**src/rtl/traffic_pkg.sv**
```systemverilog
`default_nettype none
// ============================================================================
//  Module      : traffic_pkg
//  Description : Shared phase encoding, lamp decode constants and phase order
//                for the traffic light controller.
//  Revision    : 1.0 - initial release
// ============================================================================
package traffic_pkg;

    typedef enum logic [1:0] {
        RED        = 2'd0,
        RED_YELLOW = 2'd1,
        GREEN      = 2'd2,
        YELLOW     = 2'd3
    } phase_e;

    typedef struct packed {
        logic red;
        logic yellow;
        logic green;
        logic walk;
    } lamps_t;

    localparam lamps_t C_LAMPS_RED        = 4'b1001;
    localparam lamps_t C_LAMPS_RED_YELLOW = 4'b1100;
    localparam lamps_t C_LAMPS_GREEN      = 4'b0010;
    localparam lamps_t C_LAMPS_YELLOW     = 4'b0100;

    function automatic phase_e next_phase(input phase_e p);
        case (p)
            RED:        return RED_YELLOW;
            RED_YELLOW: return GREEN;
            GREEN:      return YELLOW;
            YELLOW:     return RED;
            default:    return RED;
        endcase
    endfunction

endpackage
`default_nettype wire

```
**src/rtl/traffic_light_ctrl_if.sv**
```systemverilog
`default_nettype none
// ============================================================================
//  Module      : traffic_light_ctrl_if
//  Description : Control/status bundle between the traffic light controller
//                and its host (durations, enable, pedestrian, lamps).
//  Revision    : 1.0 - initial release
// ============================================================================
interface traffic_light_ctrl_if #(
    parameter int DW = 8
);
    logic          i_en;
    logic [DW-1:0] i_dur_red;
    logic [DW-1:0] i_dur_ry;
    logic [DW-1:0] i_dur_green;
    logic [DW-1:0] i_dur_yellow;
    logic          i_ped_req;
    logic          o_red;
    logic          o_yellow;
    logic          o_green;
    logic          o_walk;
    logic [1:0]    o_phase;
    logic          o_ped_ack;

    modport master (
        output i_en, i_dur_red, i_dur_ry, i_dur_green, i_dur_yellow, i_ped_req,
        input  o_red, o_yellow, o_green, o_walk, o_phase, o_ped_ack
    );

    modport slave (
        input  i_en, i_dur_red, i_dur_ry, i_dur_green, i_dur_yellow, i_ped_req,
        output o_red, o_yellow, o_green, o_walk, o_phase, o_ped_ack
    );
endinterface
`default_nettype wire

```
**src/rtl/tick_prescaler.sv**
```systemverilog
`default_nettype none
// ============================================================================
//  Module      : tick_prescaler
//  Description : Divides the clock into single-cycle ticks every PRESCALE
//                enabled cycles.
//  Revision    : 1.0 - initial release
// ============================================================================
module tick_prescaler #(
    parameter int PRESCALE = 100
) (
    input  wire logic i_clk,
    input  wire logic i_reset,
    input  wire logic i_en,
    output logic      o_tick
);
    localparam int               c_cnt_w = (PRESCALE > 1) ? $clog2(PRESCALE) : 1;
    localparam logic [c_cnt_w-1:0] c_last = c_cnt_w'(PRESCALE - 1);

    logic [c_cnt_w-1:0] r_count;

    assign o_tick = i_en && (r_count == c_last);

    always_ff @(posedge i_clk) begin
        if (i_reset) begin
            r_count <= '0;
        end else if (i_en) begin
            r_count <= o_tick ? '0 : r_count + c_cnt_w'(1);
        end
    end
endmodule
`default_nettype wire

```
**src/rtl/traffic_light_ctrl.sv**
```systemverilog
`default_nettype none
// ============================================================================
//  Module      : traffic_light_ctrl
//  Description : Four-phase traffic light sequencer with per-phase tick
//                timer and pedestrian-shortened GREEN.
//  Revision    : 1.0 - initial release
// ============================================================================
module traffic_light_ctrl
    import traffic_pkg::*;
#(
    parameter int PRESCALE = 100,
    parameter int DW       = 8
) (
    input  wire logic            i_clk,
    input  wire logic            i_reset,
    traffic_light_ctrl_if.slave  ctrl
);
    localparam logic [DW-1:0] c_one = DW'(1);

    // A zero duration would make the timer wrap, so it is promoted to one tick.
    function automatic logic [DW-1:0] dur_floor(input logic [DW-1:0] d);
        return (d == '0) ? c_one : d;
    endfunction

    logic          w_tick;
    phase_e        r_state;
    phase_e        w_state_next;
    logic          w_advance;
    logic [DW-1:0] r_remaining;
    logic [DW-1:0] w_dur_next;
    logic          r_ped_pending;
    logic          r_ped_ack;
    logic          w_ped_set;
    logic          w_enter_red;
    lamps_t        w_lamps;

    tick_prescaler #(
        .PRESCALE (PRESCALE)
    ) u_prescaler (
        .i_clk   (i_clk),
        .i_reset (i_reset),
        .i_en    (ctrl.i_en),
        .o_tick  (w_tick)
    );

    // State register and phase timer
    always_ff @(posedge i_clk) begin
        if (i_reset) begin
            r_state     <= RED;
            r_remaining <= dur_floor(ctrl.i_dur_red);
        end else begin
            r_state <= w_state_next;
            if (w_advance) begin
                r_remaining <= dur_floor(w_dur_next);
            end else if (w_tick) begin
                r_remaining <= r_remaining - c_one;
            end
        end
    end

    // Next-state logic; a pending pedestrian cuts GREEN short on any tick
    always_comb begin
        w_state_next = r_state;
        w_advance    = 1'b0;
        if (w_tick && ((r_remaining == c_one) ||
                       ((r_state == GREEN) && r_ped_pending))) begin
            w_advance    = 1'b1;
            w_state_next = next_phase(r_state);
        end
    end

    always_comb begin
        w_dur_next = ctrl.i_dur_red;
        case (w_state_next)
            RED:        w_dur_next = ctrl.i_dur_red;
            RED_YELLOW: w_dur_next = ctrl.i_dur_ry;
            GREEN:      w_dur_next = ctrl.i_dur_green;
            YELLOW:     w_dur_next = ctrl.i_dur_yellow;
            default:    w_dur_next = ctrl.i_dur_red;
        endcase
    end

    // Requests arriving on the RED-entry edge are served by that same entry.
    assign w_ped_set   = ctrl.i_ped_req && (r_state != RED);
    assign w_enter_red = w_advance && (w_state_next == RED);

    always_ff @(posedge i_clk) begin
        if (i_reset) begin
            r_ped_pending <= 1'b0;
            r_ped_ack     <= 1'b0;
        end else begin
            r_ped_ack <= w_enter_red && (r_ped_pending || w_ped_set);
            if (w_enter_red) begin
                r_ped_pending <= 1'b0;
            end else if (w_ped_set) begin
                r_ped_pending <= 1'b1;
            end
        end
    end

    // Moore output decode
    always_comb begin
        w_lamps = C_LAMPS_RED;
        case (r_state)
            RED:        w_lamps = C_LAMPS_RED;
            RED_YELLOW: w_lamps = C_LAMPS_RED_YELLOW;
            GREEN:      w_lamps = C_LAMPS_GREEN;
            YELLOW:     w_lamps = C_LAMPS_YELLOW;
            default:    w_lamps = C_LAMPS_RED;
        endcase
    end

    assign ctrl.o_red     = w_lamps.red;
    assign ctrl.o_yellow  = w_lamps.yellow;
    assign ctrl.o_green   = w_lamps.green;
    assign ctrl.o_walk    = w_lamps.walk;
    assign ctrl.o_phase   = r_state;
    assign ctrl.o_ped_ack = r_ped_ack;
endmodule
`default_nettype wire

```
**src/flat_wrapper.sv**
```systemverilog
// flat-port wrapper written by rule: the top's interface ports become plain ports
module traffic_light_ctrl_flat import traffic_pkg::*;
#(
    parameter int PRESCALE = 100,
    parameter int DW       = 8
)
  (i_clk, i_reset, ctrl_i_en, ctrl_i_dur_red, ctrl_i_dur_ry, ctrl_i_dur_green, ctrl_i_dur_yellow, ctrl_i_ped_req, ctrl_o_red, ctrl_o_yellow, ctrl_o_green, ctrl_o_walk, ctrl_o_phase, ctrl_o_ped_ack);
  traffic_light_ctrl_if #(.DW(DW)) ctrl_i ();
  input  wire logic i_clk;
  input  wire logic i_reset;
  input wire logic [$bits(ctrl_i.i_en)-1:0] ctrl_i_en;
  input wire logic [$bits(ctrl_i.i_dur_red)-1:0] ctrl_i_dur_red;
  input wire logic [$bits(ctrl_i.i_dur_ry)-1:0] ctrl_i_dur_ry;
  input wire logic [$bits(ctrl_i.i_dur_green)-1:0] ctrl_i_dur_green;
  input wire logic [$bits(ctrl_i.i_dur_yellow)-1:0] ctrl_i_dur_yellow;
  input wire logic [$bits(ctrl_i.i_ped_req)-1:0] ctrl_i_ped_req;
  output wire logic [$bits(ctrl_i.o_red)-1:0] ctrl_o_red;
  output wire logic [$bits(ctrl_i.o_yellow)-1:0] ctrl_o_yellow;
  output wire logic [$bits(ctrl_i.o_green)-1:0] ctrl_o_green;
  output wire logic [$bits(ctrl_i.o_walk)-1:0] ctrl_o_walk;
  output wire logic [$bits(ctrl_i.o_phase)-1:0] ctrl_o_phase;
  output wire logic [$bits(ctrl_i.o_ped_ack)-1:0] ctrl_o_ped_ack;
  assign ctrl_i.i_en = ctrl_i_en;
  assign ctrl_i.i_dur_red = ctrl_i_dur_red;
  assign ctrl_i.i_dur_ry = ctrl_i_dur_ry;
  assign ctrl_i.i_dur_green = ctrl_i_dur_green;
  assign ctrl_i.i_dur_yellow = ctrl_i_dur_yellow;
  assign ctrl_i.i_ped_req = ctrl_i_ped_req;
  assign ctrl_o_red = ctrl_i.o_red;
  assign ctrl_o_yellow = ctrl_i.o_yellow;
  assign ctrl_o_green = ctrl_i.o_green;
  assign ctrl_o_walk = ctrl_i.o_walk;
  assign ctrl_o_phase = ctrl_i.o_phase;
  assign ctrl_o_ped_ack = ctrl_i.o_ped_ack;
  traffic_light_ctrl #(.PRESCALE(PRESCALE), .DW(DW)) u_core (.i_clk(i_clk), .i_reset(i_reset), .ctrl(ctrl_i));
endmodule
```
**config.mk**
```make
export PLATFORM = sky130hd
export DESIGN_NAME = traffic_light_ctrl_flat
export DESIGN_NICKNAME = d
export VERILOG_FILES = /design/src/rtl/traffic_pkg.sv /design/src/rtl/traffic_light_ctrl_if.sv /design/src/rtl/tick_prescaler.sv /design/src/rtl/traffic_light_ctrl.sv /design/src/flat_wrapper.sv
export SDC_FILE = /design/constraint.sdc
export NUM_CORES = 1
export LEC_CHECK = 0
export ABC_AREA = 0
export CORE_MARGIN = 5
export CORE_UTILIZATION = 43
export DETAILED_ROUTE_END_ITERATION = 16
export PLACE_DENSITY_LB_ADDON = 0.3
export RECOVER_POWER = 100
export SKIP_CTS_REPAIR_TIMING = 1
export SYNTH_ARGS = -nofsm -noshare
export SYNTH_HDL_FRONTEND = slang
export SYNTH_SLANG_ARGS = --single-unit
```
**constraint.sdc**
```tcl
create_clock -name i_clk -period 2.43 [get_ports i_clk]
set_clock_uncertainty 0.2 [all_clocks]
set_input_delay 0.243 -clock i_clk [delete_from_list [all_inputs] [get_ports i_clk]]
set_output_delay 0.243 -clock i_clk [all_outputs]
set_load 0.01 [all_outputs]
```
### Yosys cells after proc, flatten, opt, wreduce, memory -nomap -nowiden

Index checks and enable logic that the tools add are counted.

* $add $sub $neg: 2
* multiply operators: 0
* divide/modulo/power cells: 0
* order comparisons: 0
* equality and inequality tests: 8
* shift-type cells: 0
* multiplexer cells: 11
* bitwise gates (word level): 0
* reductions and logical operators: 15

Operator list (count)
* $mux W8: 5
* $pmux W8 S4: 1
* $logic_not A8 Y1: 2
* $pmux W4 S4: 1
* $eq A2 B2 Y1 const B: 4
* $eq A8 B1 Y1 const B: 1
* $pmux W2 S4: 1
* $sub A8 B1 Y8 const B: 1
* $add A7 B1 Y7 const B: 1
* $eq A7 B7 Y1 const B: 1
* $mux W7: 1
* $logic_and A1 B1 Y1: 6
* $eq A2 B1 Y1 const B: 2
* $logic_not A2 Y1: 2
* $reduce_bool A3 Y1: 1
* $logic_or A1 B1 Y1: 2
* $mux W2: 1
* $reduce_bool A2 Y1: 1
* $reduce_or A2 Y1: 1
* $mux W1: 1

* register bits after elaboration: 19
* latch bits: 0
* memory bits (writable): 0
* ROM bits: 0
* input bits: 36
* logic and storage cells: 41
* memories kept: 0

### Longest topological paths before layout

* depth in word-level cells: 11
* gate-level depth with buffers: 10
* depth with buffers taken out: 9

### Hierarchy

A second synthesis with hierarchy kept.

* cell total of the unflattened synthesis: 186
* area total of the unflattened synthesis: 1587.8 µm²

Modules (own cells, without submodules)
* traffic_light_ctrl: instances 1, cells each 147, area each 1223.7 µm²
* tick_prescaler: instances 1, cells each 39, area each 364.1 µm²

### Least setup slack after synthesis

No wires, ideal clock.

* kind: reg-to-reg
* from: register u_core.r_state[0], in the netlist u_core.ctrl.o_phase[0]
* to: register u_core.r_remaining[0], data pin
* setup time: 0.145 ns
* arrival time: 2.337 ns
* required time: 2.085 ns
* slack: -0.251 ns
* stages on the path, launching flop included: 10
* period minus slack after synthesis: 2.681 ns
* cell sequence: dfxtp_1 -> inv_1 -> ha_1 -> a221o_1 -> o211ai_4 -> buf_6 -> mux2i_1 -> mux2i_1 -> or4_1 -> o21ai_1

* cells in the longest elaborated chain, start to end: 11
* elaborated cells on any way between the ends: 19
* those cells by class: eq/ne: 6; mux: 7; reduce/logical: 6

RTL lines
* start: declaration: RTL line traffic_light_ctrl.sv:26 `phase_e r_state;`
* start signal: assignment: RTL line traffic_light_ctrl.sv:52 `r_state <= w_state_next;`
* parallel branches: the longest is 9 deep, another holds $pmux W8 S4
* $mux W8 *: RTL line traffic_light_ctrl.sv:53 `if (w_advance) begin`
* $mux W8 *: RTL line traffic_light_ctrl.sv:48 `if (i_reset) begin`
* end signal: assignment: RTL line traffic_light_ctrl.sv:50 `r_remaining <= dur_floor(ctrl.i_dur_red);`
* end signal: assignment: RTL line traffic_light_ctrl.sv:54 `r_remaining <= dur_floor(w_dur_next);`
* end signal: assignment: RTL line traffic_light_ctrl.sv:56 `r_remaining <= r_remaining - c_one;`
* end: declaration: RTL line traffic_light_ctrl.sv:29 `logic [DW-1:0] r_remaining;`

Mark *: on every way between the ends.
A chain may end at the register's enable or synchronous reset.

### Worst setup path after layout

* from: register u_core.r_remaining[1]
* to: register u_core.r_remaining[5], data pin

* cells in the longest elaborated chain, start to end: 10
* elaborated cells on any way between the ends: 16
* those cells by class: add/sub: 1; eq/ne: 4; mux: 7; reduce/logical: 4

RTL lines
* $eq A8 B1 Y1: RTL line traffic_light_ctrl.sv:65 `if (w_tick && ((r_remaining == c_one) ||`
* $logic_or A1 B1 Y1: RTL line traffic_light_ctrl.sv:65
* $logic_and A1 B1 Y1: RTL line traffic_light_ctrl.sv:65
* $mux W2: RTL line traffic_light_ctrl.sv:65
* $eq A2 B2 Y1, or another cell as far along: RTL line traffic_light_ctrl.sv:74 `case (w_state_next)`
* $pmux W8 S4: RTL line traffic_light_ctrl.sv:74
* $logic_not A8 Y1: RTL line traffic_light_ctrl.sv:22 `return (d == '0) ? c_one : d;`
* $mux W8: RTL line traffic_light_ctrl.sv:22
* $mux W8 *: RTL line traffic_light_ctrl.sv:53
* $mux W8 *: RTL line traffic_light_ctrl.sv:48

Every way passes the cells marked *; elsewhere a longest branch is shown, timed or not. The select of a mux whose other input is x is not followed.

==> out/metrics.yaml <==
final_nets: 293
dieArea_um2: 4710
antenna_found_initial: 0
max_freq_ghz: 0.357
crit_path_top_delay_cell: "edfxtp_1"
grtUsageTotal: 0.198
worst_pin_slew_ps: 431
place_ws_ps: -423
cp_max_fo: 6
crit_top_cell: "buf_6"
io_pins: 43
syn-num-nets: 205
hp-class: "reg -> reg"
rr_endpoint: "u_core.r_remaining[5]$_DFFE_PP_"
grt_util_met2: 0.343
setup_viol: 8
hold_viol: 0
layout.cells.non_filler: 294
grt_max_degree: 16
arrival_ps: 2780
first_pass_iters: 4
synth_area_per_cell_um2: 9.17
yosysWarningCount: 0
postSynthCellCount: 161
drc: 0
synthTopCellsByArea: "edfxtp_1 16%, dfxtp_1 15%, mux2i_1 14%, ha_1 6.8%, nor2_1 5.6%"
synth-seq-cells: 19
drv_slew: 0
worstSetupStartpointType: "flop"
synth_top_area_frac: 0.163
cts-root-buf: "clkbuf_4"
grt_overflow: 0
viasPerCell: 5.22
cts_tree: "done"
place_congestion: 0.854
holdWs_ps: 375
num_rows: 21
powerDensity_nw_per_um2: 384
start_util: 0.442
syn_to_final_growth_pct: 64.6
path_class: "reg -> reg"
top_usage_layer: "met2"
wl_mm: 4.50
drt_iter0_drc: 94
met3_usage: 0.0324
rrSetupSlack_ps: -370
hold-path-endpoint: "u_core.u_prescaler.r_count[6]$_SDFFE_PP0P_"
yosys_most_used_dff: "dfxtp_1"
final_layout_size_suffix_gt1_frac: 0.298
grt_pass1_wl_mm: 7.03
cp_data_required_time_ps: 2410
yosysSeqAreaShare: 0.312
n_fill_cell: 256
clock_latency_ps: 300
cts_max_level: 1
cts_buffers: 3
min_period_over_period: 1.15
stdcell_area_um2: 2430
post-dp-hpwl_mm: 3.50
grt_pass1_vias: 1605
setup_ws_ps: -371
min-delay-start: "u_core.u_prescaler.r_count[6]$_SDFFE_PP0P_"
synth_edf_count: 8
antenna_cells: 0
clock-sinks: 19
synth_common_cells: "22 x nor2_1, 21 x mux2i_1, 11 x dfxtp_1, 11 x nand2_1, 10 x a21oi_1"
violations: "setup timing"
wl_per_cell_um: 15.3
reg2regPathDepth: 12
rr_startpoint: "u_core.r_remaining[1]$_DFFE_PP_"
use_met1: 0.238
leakagePower_nw: 1.01
vias: 1535
cp_cell_sequence: "inv_2 -> ha_4 -> nor3b_4 -> a221o_1 -> o211ai_4 -> clkbuf_16 -> buf_6 -> buf_6 -> mux2i_1 -> mux2_4 -> a211oi_2 -> a21o_1"
critPathMaxStageDelay_ps: 430
total_power_w: 0.000932
synth_most_common_cell: "nor2_1"
status: "complete, but fails checks"
ir_drop_mv: 0.247
ys_types: 39
slew_headroom: 0.713
cap_violations: 0
dp_cells: 283
path_clk_slew_ps: 120
dieHeight_um: 68.6
synth_area_leader_cell: "edfxtp_1"
async_flop_share: 0
io_buffers: 42
rsz0062_at_grt: "true"
place_area_um2: 2250
die_x_um: 68.6
crit_path_end_kind: "flop"
drtAntennaViolNets: 0
synth_area_um2: 1480
clockBufferDepth: 2
core-area_um2: 3340
fin_crit_ps: 2800
min_path_cells: 2
[layout by cell type, fill, tap and decap left out, drive strengths merged, types with 2 or more instances in the layout]
master / netlist / final
o21ai: 7 / 7
nand2: 11 / 11
dlygate4sd3: 0 / 3
nor3: 6 / 6
a21o: 3 / 3
a21oi: 10 / 10
clkbuf: 4 / 5
nand2b: 2 / 2
nor2: 22 / 22
mux2i: 21 / 21
a211oi: 4 / 4
buf: 2 / 45
nor4: 2 / 2
dfxtp: 11 / 11
nand3: 2 / 2
inv: 5 / 5
ha: 8 / 8
edfxtp: 8 / 8
nor3b: 2 / 2
clkdlybuf4s50: 0 / 39
xnor2: 9 / 9
mux2: 3 / 3
xor2: 3 / 3
nand4: 3 / 3
nor2b: 2 / 2
[final cells by class]
cell class | instances | area (um2) | share of cell area
Multi-Input combinational cell | 131 | 1040 | 0.428
Timing Repair Buffer | 89 | 823 | 0.339
Sequential cell | 19 | 463 | 0.191
Tap cell | 46 | 57.6 | 0.0237
Clock buffer | 3 | 22.5 | 0.00927
Inverter | 5 | 18.8 | 0.00772
Clock inverter | 1 | 5.00 | 0.00206
[cell families after synthesis]
group	Yosys count	share of synthesized area
fa+ha+maj	8	0.0678
compound gates	30	0.146
xor+xnor	12	0.0712
simple gates	57	0.204
mux	24	0.165
buf+inv	11	0.0339
flops	19	0.312
[critical path, delay by kind of cell (launching register included)]
family | cells | cell delay, ps
AO/OA/AOI/OAI | 4 | 730
adder cells (fa/ha/maj) | 1 | 120
buffers and inverters | 4 | 510
flip-flops | 1 | 430
multiplexers | 2 | 420
AND/OR/NAND/NOR | 1 | 260
[power by group]
| part | switching, W | leakage [nW] | internal [W] |
|---|---|---|---|
| clock | 0.000104 | 0.0177 | 0.0000612 |
| combinational | 0.000159 | 0.823 | 0.000239 |
| sequential | 0.0000155 | 0.169 | 0.000353 |
[state kept, by name, indices dropped and copies added, names as in the netlist]
signal,count
u_core.ctrl.o_ped_ack,1
u_core.ctrl.o_phase,2
u_core.r_ped_pending,1
u_core.r_remaining,8
u_core.u_prescaler.r_count,7
[worst max path at each step]
stage / startpoint / to / slack (ps)
2_1_floorplan: u_core.r_remaining[4]$_DFFE_PP_ / u_core.r_remaining[0]$_DFFE_PP_ / -160
3_3_place_gp: ctrl_i_en / u_core.r_remaining[0]$_DFFE_PP_ / -360
3_5_place_dp: ctrl_i_en / u_core.r_remaining[0]$_DFFE_PP_ / -420
4_1_cts: u_core.r_remaining[1]$_DFFE_PP_ / u_core.r_remaining[0]$_DFFE_PP_ / -430
5_1_grt: u_core.r_remaining[1]$_DFFE_PP_ / u_core.r_remaining[5]$_DFFE_PP_ / -490
6_report: u_core.r_remaining[1]$_DFFE_PP_ / u_core.r_remaining[5]$_DFFE_PP_ / -370
[stage by stage]
step | util | TNS, ps
2_1_floorplan | - | -310
3_3_place_gp | 0.675 | -1740
3_5_place_dp | 0.675 | -2160
4_1_cts | 0.684 | -2170
5_1_grt | 0.728 | -2780
6_report | 0.728 | -1850
[per-layer routing]
layer | share of wire | vias up | wire [um]
met5 | 0 | - | 0
met4 | 0.034 | 0 | 155
met3 | 0.032 | 14 | 146
met2 | 0.51 | 38 | 2300
met1 | 0.42 | 724 | 1890
li1 | - | 759 | -
Note: power is estimated with default switching activity, not from simulation.
==> variant 1 (same settings) <==
`PRESCALE` is set to 100 in 3 places; all go to 50.
--- a/src/rtl/tick_prescaler.sv
+++ b/src/rtl/tick_prescaler.sv
@@ -6,7 +6,7 @@
 //  Revision    : 1.0 - initial release
 // ============================================================================
 module tick_prescaler #(
-    parameter int PRESCALE = 100
+    parameter int PRESCALE = 50
 ) (
     input  wire logic i_clk,
     input  wire logic i_reset,
--- a/src/rtl/traffic_light_ctrl.sv
+++ b/src/rtl/traffic_light_ctrl.sv
@@ -8,7 +8,7 @@
 module traffic_light_ctrl
     import traffic_pkg::*;
 #(
-    parameter int PRESCALE = 100,
+    parameter int PRESCALE = 50,
     parameter int DW       = 8
 ) (
     input  wire logic            i_clk,
--- a/src/flat_wrapper.sv
+++ b/src/flat_wrapper.sv
@@ -1,7 +1,7 @@
 // flat-port wrapper written by rule: the top's interface ports become plain ports
 module traffic_light_ctrl_flat import traffic_pkg::*;
 #(
-    parameter int PRESCALE = 100,
+    parameter int PRESCALE = 50,
     parameter int DW       = 8
 )
   (i_clk, i_reset, ctrl_i_en, ctrl_i_dur_red, ctrl_i_dur_ry, ctrl_i_dur_green, ctrl_i_dur_yellow, ctrl_i_ped_req, ctrl_o_red, ctrl_o_yellow, ctrl_o_green, ctrl_o_walk, ctrl_o_phase, ctrl_o_ped_ack);
Behaviour: no difference found for any inputs over 10 cycles, from zero or initial values and one cycle with i_reset high; that may be too few to reach the edited logic, so the function may still have changed.
==> variant 1 against the unedited design <==
The run still ends with setup timing left. Routed wire length shrank 0.16%. Critical path depth shrank 1. Cell count shrank 4.1%. First-iteration DRC count shrank 32%. Final area shrank 5.1%. Area after synthesis shrank 4.2%. Clock power grew 19%. Fmax shrank 5.1%. Global-route usage shrank 2.2 points. Worst setup slack lost 0.15 ns. Power shrank 0.77%. Sequential cell count shrank 1. Critical endpoint is now u_core.r_remaining[0].
==> variant 1: results (changes against the unedited design) <==
| Metric | Value |
|---|---|
| Hold WC Path Type | `in2reg (was reg2reg)` |
| Met2 Use GR | `32.1% (was 34.3%)` |
| Setup slack at placement | `-0.742 ns (was -0.423 ns)` |
| Fin nets | `284 (was 293)` |
| GR Util met1 | `20.8% (was 23.8%)` |
| GP Congestion | `0.875 (was 0.854)` |
| Max reg flops | `8 (unchanged)` |
| Post-Syn Nets | `201 (was 205)` |
| Synth cell types | `35 (was 39)` |
| Multi-input comb cells | `126 (was 131)` |
| H-tree levels | `1 (unchanged)` |
| Vias in the first global route | `1,427 (was 1,605)` |
| Reg2reg start | `u_core.r_remaining[2] (was u_core.r_remaining[1])` |
| Top post-synthesis cells by area | `edfxtp_1, mux2i_1, dfxtp_1 (was edfxtp_1, dfxtp_1, mux2i_1)` |
| Post-synth top cells | `mux2i_1, nor2_1, nand2_1 (was nor2_1, mux2i_1, dfxtp_1, nand2_1, a21oi_1)` |
| Synthesized flop and latch total | `18 (was 19)` |
| WL met3 | `230 um (was 146 um)` |
| Final count of negative-setup-slack endpoints | `8 (unchanged)` |
| Largest vdd supply drop | `0.224 mV (was 0.247 mV)` |
| Leakage power | `0.912 nW (was 1.01 nW)` |
| Worst Reg2Reg Path Length in Cells | `11 (was 12)` |
| M1 wire length | `1760 um (was 1890 um)` |
| GRT Overall Usage | `17.6% (was 19.8%)` |
| Filler Cell Count | `236 (was 256)` |
| PnR worst setup slack | `-0.522 ns (was -0.371 ns)` |
| Signal buffers share of area | `32.7% (was 33.9%)` |
| Routed wire length | `4490 um (was 4500 um)` |
| Post-DP HPWL | `3340 um (was 3500 um)` |
| Fraction of area in multi-input gates | `42.9% (was 42.8%)` |
| Initial drt markers | `64 (was 94)` |
| Layout cells sized above 1 | `27.7% (was 29.8%)` |
| Crit-path max cell delay | `0.45 ns (was 0.43 ns)` |
| Largest net degree at the start of global routing | `20 (was 16)` |
| Failing checks | `setup timing (unchanged)` |
| Register Area | `443 um2 (was 463 um2)` |
| Pre-antenna DRT Iters | `4 (unchanged)` |
| Outcome | `finished with violations (unchanged)` |
| # clk buffers | `4 (was 3)` |
| Slew headroom | `52.9% (was 71.3%)` |
| Nonclk buf count | `83 (was 89)` |
| Worst hold start | `i_reset (was u_core.u_prescaler.r_count[6])` |
| Grt met3 use | `3.16% (was 3.24%)` |
| Worst Path Arrival | `2.81 ns (was 2.78 ns)` |
| Min-Delay Endpoint | `u_core.ctrl.o_phase[1] (was u_core.u_prescaler.r_count[6])` |
| First-pass GRT wire length | `6090 um (was 7030 um)` |
| Wire length on met2 | `2420 um (was 2300 um)` |
| Vias per std cell | `5.34 (was 5.22)` |
variant 1: cell families after synthesis:
| group | Yosys count | synth area share [%] |
|---|---|---|
| flip-flops | 18 | 31.1 |
| XOR/XNOR | 11 | 6.81 |
| AND/OR/NAND/NOR | 57 | 20.5 |
| adder cells (fa/ha/maj) | 9 | 7.96 |
| multiplexers | 22 | 15.6 |
| AO/OA/AOI/OAI | 27 | 13.4 |
| buffers and inverters | 12 | 4.60 |
variant 1: power breakdown:
part	internal [mW]	leakage, nW	switching (mW)	total, mW
logic	0.217	0.730	0.162	0.379
clock network	0.0914	0.0210	0.104	0.196
registers	0.337	0.161	0.0132	0.350
variant 1: stage by stage:
step                      TNS, ns  cells  hold slack (ns)  cell area (um2)
after global routing        -3.06    282            0.381             2300
after floorplan            -0.324    156            0.191             1440
after global placement      -2.78    274            0.342             2160
after CTS                   -2.96    278            0.378             2190
after detailed placement    -3.37    274            0.349             2160
final                       -2.25    282            0.373             2300
==> variant 2 (config.mk and constraints unchanged) <==
Without the edit above. Put a register stage on the output `ctrl.o_red`, without a reset. The value now appears one clock later.
--- a/src/rtl/traffic_light_ctrl.sv
+++ b/src/rtl/traffic_light_ctrl.sv
@@ -110,7 +110,9 @@
         endcase
     end
 
-    assign ctrl.o_red     = w_lamps.red;
+    always_ff @(posedge i_clk) begin
+        ctrl.o_red <= w_lamps.red;
+    end
     assign ctrl.o_yellow  = w_lamps.yellow;
     assign ctrl.o_green   = w_lamps.green;
     assign ctrl.o_walk    = w_lamps.walk;
Function: no difference found for any inputs over 10 cycles, from zero or initial values and one cycle with i_reset high; that may be too few to reach the edited logic, so the function may still have changed.
==> variant 2 against the unedited design <==
The flow still finishes with violations (setup timing). Count of clock-buffer cells in the layout is 1 higher. Synthesized cell count grew 0.62%. Power rose by 5.2%. Sequential cell count rose by 1. Sequential power increased by 5.4%. Combinational power down 3%. First-iteration DRC count decreased by 33%. Area after synthesis increased by 1.4%. Non-clock buffer count is the same. Worst setup slack better by 0.040 ns. Routed wire length rose by 2.3%. Final area up 1.5%. Highest routed layer unchanged.
==> variant 2: results (changes against the unedited design) <==
| Metric | Value |
|---|---|
| Outcome | `finished with violations (unchanged)` |
| Failing checks | `setup timing (unchanged)` |
| Post-synth top cells | `nor2_1, mux2i_1, dfxtp_1 (was nor2_1, mux2i_1, dfxtp_1, nand2_1, a21oi_1)` |
| Mean Syn Cell Area | `9.24 um2 (was 9.17 um2)` |
| Vias per std cell | `5.34 (was 5.22)` |
| Compound-Gate Fraction of Synth Area | `14.4% (was 14.6%)` |
| CP delay by family, top | `simple AND/OR/NAND/NOR gates (was compound AO/OA/AOI/OAI gates)` |
| Met2 Use GR | `37.6% (was 34.3%)` |
| Critical path endpoint | `u_core.r_remaining[0] (was u_core.r_remaining[5])` |
| Crit-path max cell delay | `0.54 ns (was 0.43 ns)` |
| Area share of fa/ha/maj cells after synthesis | `6.69% (was 6.78%)` |
| Clk_lat worst skew | `0.32 ns (was 0.30 ns)` |
| Layout cells sized above 1 | `30.5% (was 29.8%)` |
| Wire length on met2 | `2300 um (about the same)` |
| GP Congestion | `0.837 (was 0.854)` |
| Drt wl/cell | `15.6 um (was 15.3 um)` |
| Fin nets | `294 (was 293)` |
| WL met3 | `300 um (was 146 um)` |
| PnR worst setup slack | `-0.331 ns (was -0.371 ns)` |
| Synth Area in XOR/XNOR | `7.02% (was 7.12%)` |
| Register area share after synthesis | `32.1% (was 31.2%)` |
| Filler Cell Count | `269 (was 256)` |
| Largest vdd supply drop | `0.214 mV (was 0.247 mV)` |
| Worst Reg2Reg Path Length in Cells | `9 (was 12)` |
| Vias in the first global route | `1,610 (was 1,605)` |
| GR Util met1 | `22.1% (was 23.8%)` |
| Fin cells | `295 (was 294)` |
| Final count of negative-setup-slack endpoints | `8 (unchanged)` |
| GRT Overall Usage | `20.2% (was 19.8%)` |
| Initial drt markers | `63 (was 94)` |
| Top post-synthesis cells by area | `dfxtp_1, edfxtp_1, mux2i_1 (was edfxtp_1, dfxtp_1, mux2i_1)` |
| Worst Path Arrival | `2.74 ns (was 2.78 ns)` |
| Critical-path top delay cell | `or4_1 (was edfxtp_1)` |
| Maximum net fanout on the critical path | `5 (was 6)` |
| Min-Delay Endpoint | `u_core.u_prescaler.r_count[0] (was u_core.u_prescaler.r_count[6])` |
==> variant 2: layout make-up <==
type | instances | area share, %
Sequential cell | 20 | 19.6
Inverter | 5 | 0.761
Timing Repair Buffer | 89 | 33.9
Tap cell | 46 | 2.33
Multi-Input combinational cell | 131 | 42.0
Clock buffer | 4 | 1.47
==> variant 2: per-stage QoR <==
stage               power, mW  util (%)  cell area, um2  hold WS [ns]  setup WS, ns
finish                  0.981      73.4            2470         0.371        -0.331
floorplan               0.557         -            1500         0.233        -0.160
global placement        0.719      68.4            2300         0.321        -0.296
global route             1.03      73.4            2470         0.426        -0.478
CTS                     0.936      69.5            2340         0.379        -0.312
detailed placement      0.733      68.4            2300         0.349        -0.383
==> variant 2: power by group <==
part,switching [mW],leakage [nW],internal [mW],total [mW]
sequential,0.0175,0.177,0.371,0.389
combinational,0.156,0.814,0.230,0.387
clock,0.114,0.0210,0.0917,0.206
